[config.mk]
export PLATFORM = sky130hd
export DESIGN_NAME = vram_arbiter
export DESIGN_NICKNAME = d
export VERILOG_FILES = /design/src/rtl/vram_arbiter.sv
export SDC_FILE = /design/constraint.sdc
export NUM_CORES = 1
export LEC_CHECK = 0
export ABC_AREA = 0
export CORE_MARGIN = 10
export CORE_UTILIZATION = 38
export DETAILED_ROUTE_END_ITERATION = 10
export HOLD_SLACK_MARGIN = 0.12
export PLACE_DENSITY = 0.82
export SLEW_MARGIN = 20
export SYNTH_ARGS = -nofsm -noshare
export SYNTH_HDL_FRONTEND = slang
export SYNTH_SLANG_ARGS = --single-unit
[constraint.sdc]
create_clock -name clk -period 4.6 [get_ports clk]
set_clock_uncertainty 0.1 [all_clocks]
set_input_delay 0.69 -clock clk [delete_from_list [all_inputs] [get_ports clk]]
set_output_delay 0.69 -clock clk [all_outputs]
set_load 0.02 [all_outputs]
[src/rtl/vram_arbiter.sv]
// Single-port bitmap VRAM arbiter: video has absolute priority, CPU and blitter share round-robin.
// Optional power-up clear of the whole RAM is enabled by defining CCASTLES_VRAM_CLEAR_EN.
module vram_arbiter #(
    parameter int AW = 15,
    parameter int DW = 8
) (
    input  logic          clk,
    input  logic          reset_n,
    input  logic          vid_req,
    input  logic [AW-1:0] vid_addr,
    output logic          vid_ack,
    output logic          vid_rvalid,
    output logic [DW-1:0] vid_rdata,
    input  logic          cpu_req,
    input  logic          cpu_we,
    input  logic [AW-1:0] cpu_addr,
    input  logic [DW-1:0] cpu_wdata,
    output logic          cpu_ack,
    output logic          cpu_rvalid,
    output logic [DW-1:0] cpu_rdata,
    input  logic          blt_req,
    input  logic          blt_we,
    input  logic [AW-1:0] blt_addr,
    input  logic [DW-1:0] blt_wdata,
    output logic          blt_ack,
    output logic          blt_rvalid,
    output logic [DW-1:0] blt_rdata,
    output logic [AW-1:0] ram_addr,
    output logic          ram_we,
    output logic [DW-1:0] ram_wdata,
    input  logic [DW-1:0] ram_rdata,
    output logic          clr_busy
);

    typedef enum logic [1:0] {
        TAG_NONE = 2'd0,
        TAG_VID  = 2'd1,
        TAG_CPU  = 2'd2,
        TAG_BLT  = 2'd3
    } tag_e;

    logic          rr_q, rr_d;
    logic [AW-1:0] ram_addr_q, ram_addr_d;
    logic          ram_we_q, ram_we_d;
    logic [DW-1:0] ram_wdata_q, ram_wdata_d;
    tag_e          tag1_q, tag1_d;
    tag_e          tag2_q, tag2_d;
    logic          run;
    logic          gnt_vid, gnt_cpu, gnt_blt;

`ifdef CCASTLES_VRAM_CLEAR_EN
    typedef enum logic {
        ST_CLEAR = 1'b0,
        ST_RUN   = 1'b1
    } state_e;

    state_e        state_q, state_d;
    logic [AW-1:0] clr_cnt_q, clr_cnt_d;

    assign run      = (state_q == ST_RUN);
    assign clr_busy = (state_q == ST_CLEAR);
`else
    assign run      = 1'b1;
    assign clr_busy = 1'b0;
`endif

    // rr_q = 0 favours the CPU, 1 favours the blitter when both request together.
    always_comb begin
        gnt_vid = 1'b0;
        gnt_cpu = 1'b0;
        gnt_blt = 1'b0;
        if (run && reset_n) begin
            gnt_vid = vid_req;
            gnt_cpu = !vid_req && cpu_req && (!blt_req || !rr_q);
            gnt_blt = !vid_req && blt_req && (!cpu_req || rr_q);
        end
    end

    assign vid_ack = gnt_vid;
    assign cpu_ack = gnt_cpu;
    assign blt_ack = gnt_blt;

    always_comb begin
        rr_d        = rr_q;
        ram_addr_d  = ram_addr_q;
        ram_we_d    = 1'b0;
        ram_wdata_d = ram_wdata_q;
        tag1_d      = TAG_NONE;
        tag2_d      = tag1_q;
`ifdef CCASTLES_VRAM_CLEAR_EN
        state_d     = state_q;
        clr_cnt_d   = clr_cnt_q;
        if (state_q == ST_CLEAR) begin
            ram_addr_d  = clr_cnt_q;
            ram_we_d    = 1'b1;
            ram_wdata_d = '0;
            clr_cnt_d   = clr_cnt_q + 1'b1;
            if (&clr_cnt_q) begin
                state_d = ST_RUN;
            end
        end
`endif
        if (gnt_vid) begin
            ram_addr_d = vid_addr;
            tag1_d     = TAG_VID;
        end else if (gnt_cpu) begin
            ram_addr_d  = cpu_addr;
            ram_we_d    = cpu_we;
            ram_wdata_d = cpu_wdata;
            tag1_d      = cpu_we ? TAG_NONE : TAG_CPU;
            rr_d        = 1'b1;
        end else if (gnt_blt) begin
            ram_addr_d  = blt_addr;
            ram_we_d    = blt_we;
            ram_wdata_d = blt_wdata;
            tag1_d      = blt_we ? TAG_NONE : TAG_BLT;
            rr_d        = 1'b0;
        end
    end

    // Reset drops the tag pipeline so reads in flight never report rvalid.
    always_ff @(posedge clk or negedge reset_n) begin
        if (!reset_n) begin
            rr_q        <= 1'b0;
            ram_addr_q  <= '0;
            ram_we_q    <= 1'b0;
            ram_wdata_q <= '0;
            tag1_q      <= TAG_NONE;
            tag2_q      <= TAG_NONE;
`ifdef CCASTLES_VRAM_CLEAR_EN
            state_q     <= ST_CLEAR;
            clr_cnt_q   <= '0;
`endif
        end else begin
            rr_q        <= rr_d;
            ram_addr_q  <= ram_addr_d;
            ram_we_q    <= ram_we_d;
            ram_wdata_q <= ram_wdata_d;
            tag1_q      <= tag1_d;
            tag2_q      <= tag2_d;
`ifdef CCASTLES_VRAM_CLEAR_EN
            state_q     <= state_d;
            clr_cnt_q   <= clr_cnt_d;
`endif
        end
    end

    assign ram_addr  = ram_addr_q;
    assign ram_we    = ram_we_q;
    assign ram_wdata = ram_wdata_q;

    assign vid_rvalid = (tag2_q == TAG_VID);
    assign cpu_rvalid = (tag2_q == TAG_CPU);
    assign blt_rvalid = (tag2_q == TAG_BLT);

    assign vid_rdata = vid_rvalid ? ram_rdata : '0;
    assign cpu_rdata = cpu_rvalid ? ram_rdata : '0;
    assign blt_rdata = blt_rvalid ? ram_rdata : '0;

endmodule

==> results of run 1 <==
cell families (layout without fill, tap and decap cells):
kind of cell | Yosys count | count (layout) | synth area share, %
other | 1 | 1 | 0.201
flip-flops | 29 | 29 | 38.9
AND/OR/NAND/NOR | 98 | 98 | 29.2
buffers and inverters | 38 | 157 | 8.45
AO/OA/AOI/OAI | 59 | 59 | 23.3
cells in the mapped netlist (all sizes together), types with 2 or more instances:
master / n / area share [%]
or3: 15 / 5.0
a32o: 15 / 8.0
clkbuf: 12 / 2.4
nor2: 30 / 6.0
dfrtp: 29 / 39
a21oi: 30 / 8.0
and2: 18 / 6.0
a221o: 8 / 4.3
nand2b: 2 / 1.1
and3: 24 / 8.0
inv: 17 / 3.4
nand2: 3 / 0.87
buf: 9 / 2.6
nor2b: 3 / 1.0
state kept, by name (all words and copies together), names as in the netlist:
| signal | cells |
|---|---|
| tag1_q | 2 |
| ram_addr | 15 |
| ram_wdata | 8 |
| rr_q | 1 |
| tag2_q | 2 |
| ram_we | 1 |
per-layer routing:
layer  vias to the layer above  routed length [um]
met3                         9                 424
met2                        81                3640
met5                         -                   0
li1                       1031                   -
met1                       966                2910
met4                         0                  95
final timing paths:
| path | start | to | depth (start not counted) |
|---|---|---|---|
| max | cpu_req | cpu_ack | 5 |
| min | reset_n | ram_addr[3]$_DFFE_PN0P_ | 1 |
| max reg2reg | rr_q$_DFFE_PN0P_ | ram_addr[9]$_DFFE_PN0P_ | 3 |
| min reg2reg | tag1_q[1]$_DFF_PN0_ | tag2_q[1]$_DFF_PN0_ | 0 |
| max in group asynchronous | reset_n | ram_addr[5]$_DFFE_PN0P_ | 2 |
| min in group clk | tag1_q[1]$_DFF_PN0_ | tag2_q[1]$_DFF_PN0_ | 0 |
metrics by stage:
step,total power [uW],cells,setup slack [ns]
after CTS,918,410,1.25
after detailed placement,641,402,1.26
after global placement,636,402,1.31
final,911,411,1.26
after floorplan,461,225,2.34
after global routing,955,411,1.08
power by group through the flow:
| stage | logic [uW] | registers [uW] | clock network [uW] |
|---|---|---|---|
| CTS | 324 | 314 | 280 |
| finish | 322 | 315 | 275 |
| floorplan | 107 | 354 | 0 |
| global placement | 318 | 317 | 0 |
| global route | 344 | 320 | 292 |
| detailed placement | 323 | 318 | 0 |
layout make-up:
class	count	share of cell area, %
inverters	17	1.93
multi-input cells	158	30.0
well taps	67	2.54
clock inverters	2	1.14
clock buffers	6	2.50
repair buffers	132	39.9
flip-flops and latches	29	22.0
==> impl_results.md, run 1 <==
- Final period util: 72.6%
- Most common library cell in the layout ignoring fill and taps: clkdlybuf4s50_1
- Post-synthesis async set-or-reset flop share: 100%
- Seq cells post-synth: 29
- Met1 usage: 18.7%
- Clk_lat worst skew: 0.28 ns
- Cell Pwr Density: 276 nW/um^2
- EDFF count, synth: 0
- Pins Over Slew Limit: 0
- HPWL after DPL: 5.69 mm
- Met3 Usage GRT: 4.49%
- Number of global-route vias before repair: 2140
- Crit Path Class: in -> out
- Largest net degree at the start of global routing: 34
- Ys flop type: dfrtp_1
- Syn nets: 301
- CTS max path bufs: 2
- Number of diodes: 0
- Initial antenna violation count: 0
- Lkg Pwr: 0.00144 uW
- Seq pwr share: 34.5%
- Final core utilization: 69.4%
- Int Pwr: 641 uW
- CTS clk-pin slew, worst paths: 0.07 ns
- Sw power: 271 uW
- # DRC: 0
- Design area: 3300 um^2
- Slowest cell on the critical path: clkdlybuf4s50_1
- Worst-path fanout max: 10
- Tmin final: 3.34 ns
- Die Footprint: 8110 um^2
- PortBufs: 129
- Worst path max stage delay: 0.61 ns
- Overall routed net length: 7.08 mm
- Mapped Area: 1870 um^2
- Buf/Inv on CP: 3
- Via density: 5.08
- CTS Buf Count: 5
- Tightest Pin Transition: 0.629 ns
- Layout Nets: 419
- Initial core utilization: 39.2%
- Syn Inst Count: 225
- Max-capacitance violation count: 0
- Clock Power Share: 30.1%
- Post-CTS Setup Inserts: 0
- Arrival @ worst endpoint: 2.55 ns
- CTS sink count: 29
- Max Fclk: 299 MHz
- Placed Area: 3170 um^2
- CTS tree: built
- Fillers: 408
- Critical Path Start Type: input pin
- Syn Area/Cell: 8.29 um^2
- WL/cell: 17.2 um
- Worst Setup End Kind: output port
- Synth-to-layout area growth: 76.9%
- Hold/Removal Path Class: in -> async
- CTS Root Cell: clkbuf_8
- Setup tns final: 0 ns
- Distinct cells, synth: 28
- Relative slew slack: 58.1%
- Crit-path most repeated cell: clkdlybuf4s50_1
- Highest-count cells in the layout ignoring fill and taps: 128 x clkdlybuf4s50_1, 30 x nor2_1, 30 x a21oi_1
- Required time of the critical path: 3.81 ns
- Post-CTS sizing: 0
- GP Congestion: 0.810
- Comb power frac: 35.3%
- Hold_ws: 0.213 ns
- Yosys warning total: 0
- Hold Buf Count CTS: 0
- DIE HEIGHT: 90.1 um
- H-tree levels: 2
- Rows: 25
- Met2 usage: 30.6%
- Crit path cell chain: clkdlybuf4s50_1, and3b_1, nand2_2, inv_1, clkdlybuf4s50_1
- Core Box Area: 4750 um^2
- DRT antenna net count: 0
- First drt pass iteration count: 4
- Share of cells above drive strength 1: 4.94%
- Ports: 131
- RSZ-0062 raised after global routing: no
- Final Hold Fails: 0
- Run status: complete, no violations
- Multi-input logic area: 991 um^2
- # setup viols final: 0
- GRT Residual Overflow: 0
- Worst vdd ir: 0.191 mV
- FF/Latch Area: 726 um^2
- Delay-heaviest family, CP: buffers and inverters
- Die X: 90.1 um
- R2R Setup Slk: 2.96 ns
- Global route hottest layer: met2
- Global-route wire length before repair: 11.3 mm
- Via count: 2087
- Register area share after synthesis: 38.9%
- DR iter-0 viols: 105
- Tot GR Track Use: 16.8%
- Switching share of power: 29.7%
(Power assumes the default switching activity.)
==> run 2, diff against run 1 <==
--- a/config.mk
+++ b/config.mk
@@ -7,10 +7,10 @@
 export LEC_CHECK = 0
 export ABC_AREA = 0
 export CORE_MARGIN = 10
-export CORE_UTILIZATION = 38
+export CORE_UTILIZATION = 32
 export DETAILED_ROUTE_END_ITERATION = 10
 export HOLD_SLACK_MARGIN = 0.12
-export PLACE_DENSITY = 0.82
+export PLACE_DENSITY = 0.74
 export SLEW_MARGIN = 20
 export SYNTH_ARGS = -nofsm -noshare
 export SYNTH_HDL_FRONTEND = slang
==> constraint.sdc (replaced) <==
create_clock -name clk -period 3 [get_ports clk]
set_clock_uncertainty 0.1 [all_clocks]
set_input_delay 0.45 -clock clk [delete_from_list [all_inputs] [get_ports clk]]
set_output_delay 0.45 -clock clk [all_outputs]
set_load 0.02 [all_outputs]
==> run 2 against run 1 <==
  * Worst setup slack got worse by 1.1 ns
  * Sequential cell count stayed put
  * Hold slack better by 0.039 ns
  * Die area increased by 14%
  * Non-clock buffer count increased by 5
  * Utilization is 10 points lower
  * Register-to-register slack worse by 1.6 ns
  * Count of clock-buffer cells in the layout increased by 2
  * Wire length is 3.6% higher
  * Critical endpoint is now blt_ack
  * Largest power group unchanged
  * Highest routed layer unchanged
==> impl_results.md, run 2 (same netlist as run 1, synthesis figures left out) <==
- Initial antenna violation count: 0
- RSZ-0062 raised after global routing: no
- Via density: 4.99
- Crit Path Class: in -> out
- Arrival @ worst endpoint: 2.30 ns
- Final period util: 94.9%
- Max-capacitance violation count: 0
- Die X: 96.4 um
- Fillers: 505
- Synth-to-layout area growth: 77.1%
- WL/cell: 17.4 um
- DRT antenna net count: 0
- CTS max path bufs: 2
- Clk_lat worst skew: 0.28 ns
- Placed Area: 3210 um^2
- CTS clk-pin slew, worst paths: 0.06 ns
- # setup viols final: 0
- Relative slew slack: 66.4%
- Slowest cell on the critical path: clkdlybuf4s50_1
- CTS tree: built
- Buf/Inv on CP: 4
- Cell Pwr Density: 390 nW/um^2
- Highest-count cells in the layout ignoring fill and taps: 127 x clkdlybuf4s50_1, 30 x nor2_1, 30 x a21oi_1
- Overall routed net length: 7.33 mm
- GRT Residual Overflow: 0
- Max Fclk: 351 MHz
- Worst vdd ir: 0.217 mV
- Initial core utilization: 33.5%
- Worst-path fanout max: 13
- Setup tns final: 0 ns
- Pins Over Slew Limit: 0
- FF/Latch Area: 726 um^2
- Critical Path Start Type: input pin
- Multi-input logic area: 991 um^2
- Hold/Removal Path Class: reg -> reg
- Final Hold Fails: 0
- Layout Nets: 424
- Tightest Pin Transition: 0.504 ns
- Rows: 27
- Largest net degree at the start of global routing: 38
- Core Box Area: 5570 um^2
- Crit path cell chain: dlygate4sd3_1, clkbuf_4, nor2b_1, nand3_1, inv_1, clkdlybuf4s50_1
- Tmin final: 2.85 ns
- Via count: 2099
- H-tree levels: 2
- Design area: 3300 um^2
- Most common library cell in the layout ignoring fill and taps: clkdlybuf4s50_1
- DR iter-0 viols: 110
- CTS Root Cell: clkbuf_8
- Lkg Pwr: 0.00147 uW
- CTS Buf Count: 5
- Global-route wire length before repair: 10.6 mm
- PortBufs: 129
- Max reg flops: 15
- First drt pass iteration count: 4
- Number of diodes: 0
- Die Footprint: 9280 um^2
- Delay-heaviest family, CP: buffers and inverters
- Ports: 131
- Required time of the critical path: 2.45 ns
- Number of global-route vias before repair: 2061
- Hold_ws: 0.252 ns
- CTS sink count: 29
- Tot GR Track Use: 14.5%
- HPWL after DPL: 5.77 mm
- Share of cells above drive strength 1: 5.16%
- GP Congestion: 0.809
- Run status: complete, no violations
- # DRC: 0
- DIE HEIGHT: 96.4 um
- Worst Setup End Kind: output port
- Worst path max stage delay: 0.61 ns
## run 2: path summary, 6_finish.rpt
check | slack (ns) | startpoint | to | depth (start not counted)
max | 0.15 | reset_n | blt_ack | 6
min | 0.25 | tag1_q[1]$_DFF_PN0_ | tag2_q[1]$_DFF_PN0_ | 0
max reg2reg | 1.38 | rr_q$_DFFE_PN0P_ | ram_addr[9]$_DFFE_PN0P_ | 3
min reg2reg | 0.25 | tag1_q[1]$_DFF_PN0_ | tag2_q[1]$_DFF_PN0_ | 0
max in group asynchronous | 1.63 | reset_n | ram_addr[9]$_DFFE_PN0P_ | 3
min in group asynchronous | 0.49 | reset_n | ram_wdata[4]$_DFFE_PN0P_ | 2
## run 2: metrics by stage
step	setup slack (ns)	std cells	utilization, %	power (uW)
after global placement	0.341	412	57.6	982
after CTS	0.0242	421	59.2	1300
after floorplan	1.18	225	-	707
final	0.154	421	59.3	1290
after global routing	0.0390	421	59.3	1360
after detailed placement	0.332	412	57.6	990
## run 2: per-layer routing
layer / vias up / track usage (%) / wire [um]
met3: 2 / 4.67 / 698
met2: 82 / 25.6 / 3640
li1: 1040 / - / -
met4: 0 / 3.63 / 48
met1: 975 / 16.5 / 2950
met5: - / 0 / 0
## run 2: area by class of cell
cell class | count | area share (%)
repair buffers | 137 | 41.0
multi-input cells | 158 | 30.0
flip-flops and latches | 29 | 22.0
well taps | 72 | 2.73
clock buffers | 8 | 2.42
inverters | 17 | 1.93
## run 2: repair_timing
action / in CTS / in global routing
gates resized for setup: 0 / 2
hold buffers: 1 / 0
hold endpoints to repair: 9 / 0
endpoints found under the setup margin: 0 / 2
setup buffers: 0 / 0
## run 2: worst register-to-register path, cell delays in order (launching register included)
cell     delay (ns)
dfrtp_1        0.40
a21bo_2        0.37
or3_1          0.37
a32o_1         0.26
## run 2: power by group
| group | total, uW | internal [uW] | switching [uW] |
|---|---|---|---|
| logic | 497 | 270 | 227 |
| clock network | 308 | 164 | 144 |
| registers | 482 | 447 | 35.5 |
| total | 1290 | 881 | 406 |
